[config.mk]
export PLATFORM = sky130hd
export DESIGN_NAME = branch_tag_allocator
export DESIGN_NICKNAME = d
export VERILOG_FILES = /design/src/rtl/branch_tag_allocator.sv
export SDC_FILE = /design/constraint.sdc
export NUM_CORES = 1
export LEC_CHECK = 0
export ABC_CLOCK_PERIOD_IN_PS = 3800
export CAP_MARGIN = 30
export CORE_AREA = 5 5 76 78
export DETAILED_ROUTE_END_ITERATION = 7
export DIE_AREA = 0 0 81 83
export PLACE_DENSITY = 0.69
export SYNTH_ARGS = -nofsm -noshare
export SYNTH_HDL_FRONTEND = slang
export SYNTH_SLANG_ARGS = --single-unit
[constraint.sdc]
create_clock -name clock -period 3.8 [get_ports clock]
set_clock_uncertainty 0.2 [all_clocks]
set_input_delay 0.57 -clock clock [delete_from_list [all_inputs] [get_ports clock]]
set_output_delay 0.57 -clock clock [all_outputs]
set_load 0.02 [all_outputs]
[src/rtl/branch_tag_allocator.sv]
// Branch tag allocator: hands one-hot branch tags to in-order dispatch slots and keeps
// per-tag dependency masks so a mispredict squashes every younger dependent branch.

module branch_tag_entry #(
    parameter int B_MASK_WIDTH = 4
) (
    input  logic                    clock,
    input  logic                    reset,
    input  logic                    set,
    input  logic [B_MASK_WIDTH-1:0] set_mask,
    input  logic                    clear,
    input  logic [B_MASK_WIDTH-1:0] dep_clr,
    output logic                    active,
    output logic [B_MASK_WIDTH-1:0] dep_mask
);
    // set and clear never coincide: set only targets free tags, clear only active ones
    always_ff @(posedge clock or negedge reset) begin
        if (!reset) begin
            active   <= 1'b0;
            dep_mask <= '0;
        end else if (set) begin
            active   <= 1'b1;
            dep_mask <= set_mask;
        end else if (clear) begin
            active   <= 1'b0;
            dep_mask <= '0;
        end else begin
            dep_mask <= dep_mask & ~dep_clr;
        end
    end
endmodule

module branch_tag_allocator #(
    parameter int B_MASK_WIDTH   = 4,
    parameter int DISPATCH_WIDTH = 2
) (
    input  logic                                     clock,
    input  logic                                     reset,
    input  logic [DISPATCH_WIDTH-1:0]                dispatch_valid,
    input  logic [DISPATCH_WIDTH-1:0]                dispatch_is_branch,
    output logic [DISPATCH_WIDTH-1:0]                dispatch_grant,
    output logic [DISPATCH_WIDTH*B_MASK_WIDTH-1:0]   alloc_tag,
    output logic [DISPATCH_WIDTH*B_MASK_WIDTH-1:0]   inst_b_mask,
    input  logic                                     resolve_valid,
    input  logic [B_MASK_WIDTH-1:0]                  resolve_tag,
    input  logic                                     resolve_mispred,
    output logic [B_MASK_WIDTH-1:0]                  b_mm_out,
    output logic [B_MASK_WIDTH-1:0]                  squash_mask,
    output logic [B_MASK_WIDTH-1:0]                  b_mask_active,
    output logic [$clog2(B_MASK_WIDTH+1)-1:0]        free_count,
    output logic                                     stall,
    output logic                                     recovering
);
    localparam int W  = B_MASK_WIDTH;
    localparam int DW = DISPATCH_WIDTH;
    localparam int CW = $clog2(B_MASK_WIDTH+1);

    typedef enum logic {NORMAL, RECOVER} state_t;
    state_t state_q, state_d;

    logic [W-1:0]          active, squashed, cleared, dep_clr, set_vec, next_active;
    logic [W-1:0][W-1:0]   dep_mask, set_mask;
    logic                  tag_onehot, res_hit, res_ok, res_bad;
    logic [DW-1:0]         grant_c;
    logic [DW-1:0][W-1:0]  tag_c, mask_c;
    logic [CW-1:0]         free_d;

    assign tag_onehot = (resolve_tag != '0) && ((resolve_tag & (resolve_tag - W'(1))) == '0);
    assign res_hit    = resolve_valid && tag_onehot && |(resolve_tag & active);
    assign res_ok     = res_hit && !resolve_mispred;
    assign res_bad    = res_hit && resolve_mispred;

    always_comb begin
        squashed = '0;
        for (int t = 0; t < W; t++)
            squashed[t] = active[t] && (resolve_tag[t] || |(dep_mask[t] & resolve_tag));
        cleared = res_ok ? resolve_tag : (res_bad ? squashed : '0);
        dep_clr = res_ok ? resolve_tag : '0;
    end

    // Slot-ordered allocation from the registered free set; freed tags wait a cycle
    always_comb begin
        logic [W-1:0] avail, acc, pick;
        logic         ok;
        avail   = ~active;
        acc     = '0;
        ok      = reset && (state_q == NORMAL) && !res_bad;
        grant_c = '0;
        tag_c   = '0;
        mask_c  = '0;
        for (int i = 0; i < DW; i++) begin
            mask_c[i] = ((active & ~cleared) | acc) & {W{reset}};
            pick      = avail & (~avail + W'(1));
            if (dispatch_valid[i]) begin
                if (ok && (!dispatch_is_branch[i] || avail != '0)) begin
                    grant_c[i] = 1'b1;
                    if (dispatch_is_branch[i]) begin
                        tag_c[i] = pick;
                        avail    = avail & ~pick;
                        acc      = acc | pick;
                    end
                end else begin
                    ok = 1'b0;
                end
            end
        end
    end

    always_comb begin
        set_vec  = '0;
        set_mask = '0;
        for (int i = 0; i < DW; i++)
            for (int t = 0; t < W; t++)
                if (tag_c[i][t]) begin
                    set_vec[t]  = 1'b1;
                    set_mask[t] = mask_c[i];
                end
        next_active = (active & ~cleared) | set_vec;
        free_d = '0;
        for (int t = 0; t < W; t++)
            if (!next_active[t]) free_d = free_d + CW'(1);
    end

    for (genvar t = 0; t < W; t++) begin : g_entry
        branch_tag_entry #(.B_MASK_WIDTH(W)) u_entry (
            .clock    (clock),
            .reset    (reset),
            .set      (set_vec[t]),
            .set_mask (set_mask[t]),
            .clear    (cleared[t]),
            .dep_clr  (dep_clr),
            .active   (active[t]),
            .dep_mask (dep_mask[t])
        );
    end

    // Each processed mispredict buys exactly one recovery cycle
    always_comb begin
        state_d = NORMAL;
        if (res_bad) state_d = RECOVER;
    end

    always_ff @(posedge clock or negedge reset) begin
        if (!reset) begin
            state_q     <= NORMAL;
            b_mm_out    <= '0;
            squash_mask <= '0;
            free_count  <= CW'(W);
        end else begin
            state_q     <= state_d;
            b_mm_out    <= res_hit ? resolve_tag : '0;
            squash_mask <= res_bad ? squashed : '0;
            free_count  <= free_d;
        end
    end

    assign dispatch_grant = grant_c;
    assign alloc_tag      = tag_c;
    assign inst_b_mask    = mask_c;
    assign b_mask_active  = active;
    assign stall          = reset && |(dispatch_valid & ~grant_c);
    assign recovering     = reset && (state_q == RECOVER);
endmodule

==> impl_metrics.csv, run 1 <==
group,metric,value,unit
synthesis,synth_area_leaders,"dfrtp_1 (32%), nand2_1 (4.5%), and3_1 (3.3%)",
sta,rsz0062_at_grt,"yes",
status,status,"finished clean",
synthesis,ys_types,65,
setup_path,cp_data_arrival_time,2.96,ns
setup_path,worstPathCellList,"clkdlybuf4s50_1, or4b_1, o311ai_2, buf_4, o211ai_1, buf_4, a21o_1, and2_1, dlygate4sd2_1",
setup_path,crit_family,"buffers and inverters",
min_path,hold_class,"reg -> reg",
power,clockPowerShare,13.3,%
floorplan,io_pins,47,
global_route,grt_pass1_vias,2239,
synthesis,synth_top_area_share,32.1,%
clock_network,cts-root-buf,"clkbuf_8",
power,power_frac_comb,61.7,%
power,swShare,39.7,%
cells_and_area,area_delta_synth_final,48.8,%
route,drc,0,
global_route,grt_max_degree,35,
min_path,hold_depth,2,
setup_path,slowest_stage,"or4b_1",
route,drt-pass1-iter-count,4,
sta,setup_viol,0,
floorplan,core-area,5010,µm²
synthesis,yosysSeqAreaShare,33.4,%
power,ir_drop,0.446,mV
synthesis,synth_fp_nets,262,
synthesis,synth_common_cells,"dfrtp_1 (27), nand2_1 (25), nor2_1 (15), inv_1 (14), nand3_1 (13)",
synthesis,async_flop_share,100,%
placed_design,port_buffers,46,
cells_and_area,n_fill_cell,475,
global_route,antenna_found_initial,0,
sta,slew-limit-headroom,70.5,%
placed_design,place_inst,410,
cells_and_area,n_antenna_cell,0,
power,seq_power_share,25.0,%
clock_network,htree_levels,1,
synthesis,synth_most_common_cell,"dfrtp_1",
setup_path,crit_path_end_kind,"primary output",
sta,hold_slack,0.354,ns
sta,hold_viol_final,0,
clock_network,clk-insertion-delay-late,0.28,ns
sta,max_freq,0.268,GHz
setup_path,reg2reg_depth,13,
setup_path,slowest_delay,0.58,ns
synthesis,synth_edf_count,0,
floorplan,rows,26,
route,drt_iter0_drc,276,
synthesis,yosys.area.top_type,"dfrtp_1",
floorplan,die_w,81,µm
floorplan,die_h,83,µm
sta,worstMarginPinSlew,0.439,ns
sta,slew_viol_final,0,
synthesis,netlist_area,2100,µm²
floorplan,die_area,6720,µm²
setup_path,crit_fanout,4,
clock_network,cts.clk_slew.worst_paths,0.10,ns
synthesis,netlist_instances,247,
synthesis,syn_avg_cell_area,8.51,µm²
setup_path,critPathKind,"in -> out",
synthesis,yosysWarnings,0,
cells_and_area,layoutNonFillerInstCount,416,
setup_path,path_depth,9,
clock_network,cts_tree,"done",
global_route,grt_usage,20.7,%
synthesis,synth_flop_cell,"dfrtp_1",
power,switchingPower,0.000719,W
clock_network,cts_buffers,3,
route,drtAntennaViolNets,0,
setup_path,crit_path_frequent_cell,"buf_4",
run,cap_violations,0,
setup_path,critPathBufInv,4,
cells_and_area,layout-drive-gt1-share,28.0,%
global_route,overflow,0,
placed_design,gp_congestion,0.936,
sta,period_minus_slack,3.73,ns
power,leakagePower,1.53,nW
cells_and_area,nets,362,
global_route,grt_first_pass_wirelength,11100,µm
setup_path,cp.required,3.03,ns
clock_network,clock_sinks,28,
floorplan,start_util,42.0,%
placed_design,dp_hpwl,5220,µm
route,wl,6640,µm
power,power.internal,0.00109,W
route,vias,2284,
sta,fin_setup_tns,0,ns
power,power_density,580,nW/µm²
synthesis,synth_seq_cells,28,
clock_network,ctsHoldBuffers,0,
route,wl_per_cell,16.0,µm
clock_network,cts_max_path_buffers,2,
setup_path,start_kind,"primary input",
route,viasPerCell,5.49,
sta,fin_crit_sh,98.2,%
## area by class of cell
| cell class | count | area (µm²) | share of cell area, % |
|---|---|---|---|
| sequential | 28 | 702 | 22.4 |
| multi-input combinational | 184 | 1250 | 40.0 |
| inverter | 15 | 56.3 | 1.80 |
| clock buffer | 3 | 41.3 | 1.32 |
| tap | 70 | 87.6 | 2.80 |
| timing repair buffer | 115 | 958 | 30.7 |
| clock inverter | 1 | 30.0 | 0.960 |
## final timing paths
path                                                     start                        endpoint  slack [ns]
worst min-delay path            g_entry[0].u_entry.dep_mask[2]  g_entry[0].u_entry.dep_mask[2]        0.35
max in group asynchronous                                reset                   free_count[2]        2.52
worst max register to register       g_entry[0].u_entry.active                   free_count[1]        0.70
worst max-delay path                            resolve_tag[0]                  inst_b_mask[7]        0.07
worst min register to register  g_entry[0].u_entry.dep_mask[2]  g_entry[0].u_entry.dep_mask[2]        0.35
min in group asynchronous                                reset                         state_q        0.41
## power by group through the flow
stage / logic, W / clock network [W] / registers (W)
after floorplan: 0.000674 / 0 / 0.000458
after global placement: 0.00111 / 0 / 0.000450
after detailed placement: 0.00113 / 0 / 0.000453
after CTS: 0.00112 / 0.000245 / 0.000448
after global routing: 0.00123 / 0.000256 / 0.000459
final: 0.00112 / 0.000241 / 0.000452
## registers in the layout, summed over array words and instances (netlist names)
register                  count
b_mm_out                      4
squash_mask                   4
state_q                       1
g_entry.u_entry.dep_mask     12
free_count                    3
g_entry.u_entry.active        4
## per-layer routing
metal | vias to the layer above | share of wire, % | track usage [%]
met5 | - | 0 | 0
met4 | 0 | 2.2 | 6.91
met3 | 10 | 5.7 | 1.62
met2 | 81 | 46 | 32.0
met1 | 1096 | 46 | 30.1
li1 | 1097 | - | -
## cells in the final DEF (no fill, tap or decap), drive strengths merged, types with 3 or more instances in the layout
cell	count
nand3	13
o21ai	10
a211o	3
and2	10
clkbuf	5
dfrtp	27
nor2	15
ha	3
clkdlybuf4s50	30
nor3	6
o211ai	5
a21o	4
mux2i	4
o311a	6
and3	13
xnor2	5
inv	14
a22o	3
buf	69
a22oi	5
a21oi	11
nor2b	5
dlygate4sd2	12
nand2	26
a31oi	3
## cells by family after synthesis
| group | synth area share (%) |
|---|---|
| and+or+nand+nor | 25.1 |
| xor gates and xnor gates | 3.15 |
| adders and majority gates | 2.74 |
| muxes | 2.98 |
| DFF | 33.4 |
| buffers and inverters | 7.92 |
| AOI/OAI and AO/OA | 24.7 |
## through the flow
stage / total power, W / utilization [%] / setup slack (ns) / cell area, µm²
after detailed placement: 0.00158 / 60.7 / -0.329 / 3040
after CTS: 0.00181 / 62.3 / 0.00272 / 3120
after floorplan: 0.00113 / - / 0.478 / 2100
after global placement: 0.00157 / 60.7 / -0.201 / 3040
final: 0.00181 / 62.4 / 0.0679 / 3130
after global routing: 0.00194 / 62.4 / -0.0594 / 3130
## worst reg2reg max path: cells and delay by family, from the launching register on
kind / cells / cell delay [ns]
flip-flops: 1 / 0.38
AO/OA/AOI/OAI: 7 / 1.35
buffers and inverters: 2 / 0.36
adder cells (fa/ha/maj): 2 / 0.42
AND/OR/NAND/NOR: 2 / 0.29
## timing repair
item / 4_1_cts / 5_1_grt
pin swaps: 2 / 0
endpoints found under the setup margin: 14 / 14
setup buffers: 2 / 0
gates resized for setup: 17 / 10
Power figures use the tool's default switching activity.
==> inputs of run 2 (changes only) <==
Settings changed: CAP_MARGIN 30 to 20, TNS_END_PERCENT set to 50.
==> run 2 against run 1 <==
Against the previous run:
- global-route usage hardly changed
- cell count is 0.24% lower
- non-clock buffer count is 1 lower
- utilization is 0.22 points higher
- worst hold slack hardly changed
- critical endpoint unchanged
- first-iteration DRC count is 4.3% lower
- count of clock-buffer cells in the layout stayed put
- clock power hardly changed
- critical path type unchanged
==> impl_metrics.csv, run 2 (synthesis gave the netlist of run 1 again) <==
group,metric,value,unit
floorplan,start_util,42.0,%
global_route,grt_first_pass_wirelength,11100,µm
route,drc,0,
setup_path,worstPathCellList,"clkdlybuf4s50_1, or4b_1, o311ai_2, buf_4, o211ai_1, a21o_1, and2_1, dlygate4sd2_1",
sta,hold_viol_final,0,
floorplan,rows,26,
sta,setup_viol,0,
sta,max_freq,0.274,GHz
status,status,"finished clean",
cells_and_area,nets,361,
power,leakagePower,1.57,nW
clock_network,cts.clk_slew.worst_paths,0.10,ns
global_route,overflow,0,
min_path,hold_class,"reg -> reg",
route,wl,6610,µm
global_route,grt_usage,20.7,%
power,ir_drop,0.446,mV
cells_and_area,mostFrequentLayoutCell,"buf_4",
setup_path,cp.required,3.03,ns
setup_path,r2r_start,"g_entry[0].u_entry.active",
clock_network,cts_tree,"done",
setup_path,start_kind,"primary input",
sta,fin_crit_sh,96.2,%
floorplan,io_pins,47,
placed_design,place_ws,-0.329,ns
route,drt-pass1-iter-count,4,
sta,rsz0062_at_grt,"no",
floorplan,die_w,81,µm
cells_and_area,n_antenna_cell,0,
cells_and_area,regMostFlops,"g_entry.u_entry.dep_mask",
sta,worstMarginPinSlew,0.469,ns
placed_design,post_dp_cell_area,3040,µm²
route,viasPerCell,5.49,
cells_and_area,largest_register_ff_count,12,
min_path,hold_start,"g_entry[0].u_entry.dep_mask[2]",
route,vias,2280,
cells_and_area,multi_input_area,1260,µm²
setup_path,slowest_delay,0.58,ns
setup_path,crit_path_end_kind,"primary output",
cells_and_area,layout-drive-gt1-share,28.4,%
route,drt_iter0_drc,264,
route,wl_met1,3010,µm
clock_network,cts_max_path_buffers,2,
global_route,antenna_found_initial,0,
setup_path,cp_data_arrival_time,2.89,ns
placed_design,gp_congestion,0.936,
setup_path,crit_fanout,4,
run,cap_violations,0,
route,drtAntennaViolNets,0,
route,highest_layer,"met4",
sta,worst_slack,0.144,ns
clock_network,cts_buffers,3,
route,dr_wl_met2,3060,µm
clock_network,htree_levels,1,
setup_path,critPathKind,"in -> out",
route,wl_per_cell,15.9,µm
cells_and_area,area_delta_synth_final,49.3,%
global_route,grt_pass1_vias,2234,
cells_and_area,n_fill_cell,476,
route,wl_met3,388,µm
sta,period_minus_slack,3.66,ns
setup_path,crit_path_start,"resolve_tag[0]",
floorplan,core-area,5010,µm²
cells_and_area,final_cell_mix,"buf_4 (68), clkdlybuf4s50_1 (29), dfrtp_1 (27)",
placed_design,port_buffers,46,
floorplan,die_h,83,µm
global_route,grt_max_degree,35,
setup_path,slowest_stage,"or4b_1",
floorplan,die_area,6720,µm²
clock_network,clock_sinks,28,
clock_network,clk-insertion-delay-late,0.28,ns
cells_and_area,final_area,3140,µm²
clock_network,cts-root-buf,"clkbuf_8",
sta,slew-limit-headroom,68.4,%
cells_and_area,regArea,702,µm²
power,power_density,578,nW/µm²
sta,slew_viol_final,0,
placed_design,dp_hpwl,5220,µm
-- run 2: power by group --
group	switching (W)	internal, W
clock network	0.0000997	0.000141
registers	0.0000600	0.000392
logic	0.000560	0.000560
-- run 2: path summary, 6_finish.rpt --
check / endpoint / slack (ns) / cells past startpoint
max: inst_b_mask[7] / 0.14 / 8
min: g_entry[0].u_entry.dep_mask[2] / 0.35 / 2
max in group asynchronous: free_count[2] / 2.53 / 2
min in group asynchronous: state_q / 0.40 / 2
max reg2reg: free_count[1] / 0.68 / 13
min reg2reg: g_entry[0].u_entry.dep_mask[2] / 0.35 / 2
-- run 2: final cells by class --
cell class / count / area share (%)
multi-input combinational: 184 / 40.3
timing repair buffer: 114 / 30.5
sequential: 28 / 22.4
tap: 70 / 2.79
inverter: 15 / 1.79
clock buffer: 3 / 1.32
clock inverter: 1 / 0.957
-- run 2: critical path: cells and delay by family --
family | cells | cell delay [ns]
buffers and inverters | 3 | 0.98
and+or+nand+nor | 2 | 0.76
AOI/OAI and AO/OA | 3 | 0.57
-- run 2: timing repair --
action | CTS | global route
pin swaps | 1 | 0
cloned | 0 | 0
hold endpoints to repair | 0 | 0
endpoints found under the setup margin | 14 | 15
hold buffers | 0 | 0
resized for setup | 16 | 14
buffers inserted | 1 | 0
-- run 2: metal layers --
| layer | up-vias | global-route usage [%] |
|---|---|---|
| li1 | 1095 | - |
| met1 | 1086 | 30.1 |
| met2 | 86 | 31.9 |
| met3 | 13 | 1.62 |
| met4 | 0 | 6.91 |
| met5 | - | 0 |
-- run 2: stage by stage --
| stage | utilization (%) | power, W | hold WS (ns) | cells | TNS [ns] |
|---|---|---|---|---|---|
| floorplan | - | 0.00113 | 0.0744 | 247 | 0 |
| global placement | 60.7 | 0.00157 | 0.310 | 410 | -1.82 |
| detailed placement | 60.7 | 0.00158 | 0.343 | 410 | -2.64 |
| CTS | 62.2 | 0.00181 | 0.354 | 415 | -0.0949 |
| global route | 62.6 | 0.00195 | 0.396 | 415 | 0 |
| finish | 62.6 | 0.00181 | 0.354 | 415 | 0 |
==> inputs of run 3 (changes only) <==
Settings changed: CORE_AREA 5 5 76 78 to 5 5 71 73, DIE_AREA 0 0 81 83 to 0 0 76 78, PLACE_DENSITY 0.69 to 0.78.
==> run 3 against run 2 <==
Against the previous run:
- die area fell by 12%
- cell count is 5.8% lower
- worst hold slack got worse by 0.11 ns
- global-route usage up 3.6 points
- critical path depth rose by 2
- combinational power is essentially flat
- maximum frequency is 1.4% lower
==> impl_metrics.csv, run 3 (synthesis gave the netlist of run 1 again) <==
group,metric,value,unit
status,status,"finished clean",
floorplan,die_h,78,µm
sta,period_minus_slack,3.71,ns
route,drt_iter0_drc,281,
sta,slew_viol_final,0,
placed_design,post_dp_cell_area,2980,µm²
clock_network,clk-insertion-delay-late,0.28,ns
cells_and_area,fin_util,72.0,%
sta,slew-limit-headroom,67.1,%
sta,worst_slack,0.0926,ns
route,viasPerCell,6.02,
setup_path,start_kind,"primary input",
floorplan,rows,24,
cells_and_area,mostFrequentLayoutCell,"buf_4",
floorplan,core-area,4290,µm²
setup_path,cp.required,3.03,ns
route,wl,6900,µm
global_route,grt_first_pass_wirelength,11900,µm
route,wl_per_cell,17.6,µm
route,drc,0,
setup_path,r2r_start,"g_entry[0].u_entry.active",
cells_and_area,n_fill_cell,347,
cells_and_area,n_antenna_cell,0,
setup_path,crit_fanout,7,
route,drt-pass1-iter-count,4,
sta,setup_viol,0,
clock_network,cts_tree,"done",
global_route,overflow,0,
cells_and_area,nets,355,
sta,rsz0062_at_grt,"yes",
cells_and_area,area_delta_synth_final,47.1,%
route,drtAntennaViolNets,0,
cells_and_area,largest_register_ff_count,12,
min_path,hold_class,"in -> async",
placed_design,dp_hpwl,5030,µm
setup_path,crit_path_end_kind,"primary output",
setup_path,reg2reg_depth,13,
setup_path,cp_data_arrival_time,2.94,ns
placed_design,place_ws,-0.187,ns
cells_and_area,regMostFlops,"g_entry.u_entry.dep_mask",
placed_design,port_buffers,46,
power,power.internal,0.00108,W
global_route,antenna_found_initial,0,
clock_network,post_cts_buffers,0,
floorplan,die_w,76,µm
cells_and_area,layout-drive-gt1-share,27.7,%
global_route,grt_max_degree,38,
setup_path,critPathKind,"in -> out",
sta,fin_crit_sh,97.6,%
clock_network,cts_max_path_buffers,2,
run,cap_violations,0,
sta,hold_slack,0.246,ns
power,power_density,590,nW/µm²
floorplan,start_util,49.0,%
power,power_frac_comb,61.9,%
clock_network,cts.clk_slew.worst_paths,0.11,ns
sta,worstMarginPinSlew,0.492,ns
clock_network,cts_buffers,3,
clock_network,htree_levels,1,
floorplan,io_pins,47,
cells_and_area,final_cell_mix,"buf_4 (62), clkdlybuf4s50_1 (28), dfrtp_1 (27)",
sta,fin_setup_tns,0,ns
setup_path,ff2ff_setup_slack,0.78,ns
power,ir_drop,0.375,mV
setup_path,r2r-end,"free_count[1]",
placed_design,gp_congestion,0.984,
global_route,grt_pass1_vias,2399,
cells_and_area,final_area,3090,µm²
sta,hold_viol_final,0,
floorplan,die_area,5930,µm²
power,swShare,40.5,%
global_route,grt_usage,24.3,%
sta,max_freq,0.270,GHz
power,clockPowerShare,13.4,%
clock_network,ctsHoldBuffers,0,
power,seq_power_share,24.7,%
clock_network,clock_sinks,28,
power,switchingPower,0.000739,W
route,vias,2352,
power,leakagePower,1.54,nW
clock_network,cts-root-buf,"clkbuf_8",
-- run 3: changes by cell type in the layout (fill, tap and decap cells not counted), sizes merged --
cell	change
clkbuf	-2
clkdlybuf4s50	-1
clkdlybuf4s15	+1
dlymetal6s2s	-1
dlygate4sd2	+3
buf	-6
-- run 3: worst max path at each step --
stage | from | to | slack (ns) | cells after the start
detailed placement | resolve_tag[0] | inst_b_mask[5] | -0.19 | 10
global route | resolve_tag[2] | inst_b_mask[3] | -0.01 | 10
CTS | resolve_tag[0] | dispatch_grant[0] | 0.05 | 10
floorplan | resolve_tag[3] | free_count[1] | 0.48 | 11
finish | resolve_tag[0] | inst_b_mask[5] | 0.09 | 10
global placement | resolve_tag[3] | inst_b_mask[6] | -0.18 | 9
-- run 3: final cells by class --
type,instances,area [µm²],area share (%)
clock buffer,3,41.3,1.33
timing repair buffer,108,916,29.6
clock inverter,1,30.0,0.971
sequential,28,702,22.7
tap,52,65.1,2.10
inverter,15,56.3,1.82
multi-input combinational,184,1280,41.5
-- run 3: per-layer routing --
metal / track usage (%) / share of wire [%] / wire length (µm) / vias to the layer above
met5: 0 / 0 / 0 / -
met4: 9.61 / 3.0 / 204 / 0
met3: 4.63 / 9.4 / 650 / 28
met2: 39.3 / 46 / 3150 / 148
met1: 31.9 / 42 / 2890 / 1094
li1: - / - / - / 1082
-- run 3: stage by stage --
stage,cells,power (W)
global placement,387,0.00154
global route,391,0.00196
floorplan,247,0.00113
detailed placement,387,0.00157
CTS,391,0.00180
finish,391,0.00182
-- run 3: power groups by stage --
| stage | Clock, W | Sequential, W | Combinational (W) |
|---|---|---|---|
| detailed placement | 0 | 0.000450 | 0.00112 |
| global route | 0.000260 | 0.000457 | 0.00124 |
| floorplan | 0 | 0.000458 | 0.000674 |
| global placement | 0 | 0.000451 | 0.00109 |
| CTS | 0.000245 | 0.000444 | 0.00111 |
| finish | 0.000245 | 0.000451 | 0.00113 |
-- run 3: worst max-delay path, stage by stage --
cell and delay, ns:
clkdlybuf4s50_1 0.45, or4b_4 0.56, o311ai_2 0.13, buf_4 0.22
and2_2 0.22, a21oi_1 0.10, o21ai_1 0.21, buf_4 0.15
inv_1 0.03, dlygate4sd2_1 0.31
-- run 3: repair_timing --
action / in CTS / in global routing
setup endpoints to repair: 15 / 16
gates resized for setup: 20 / 12
pin swaps: 0 / 1
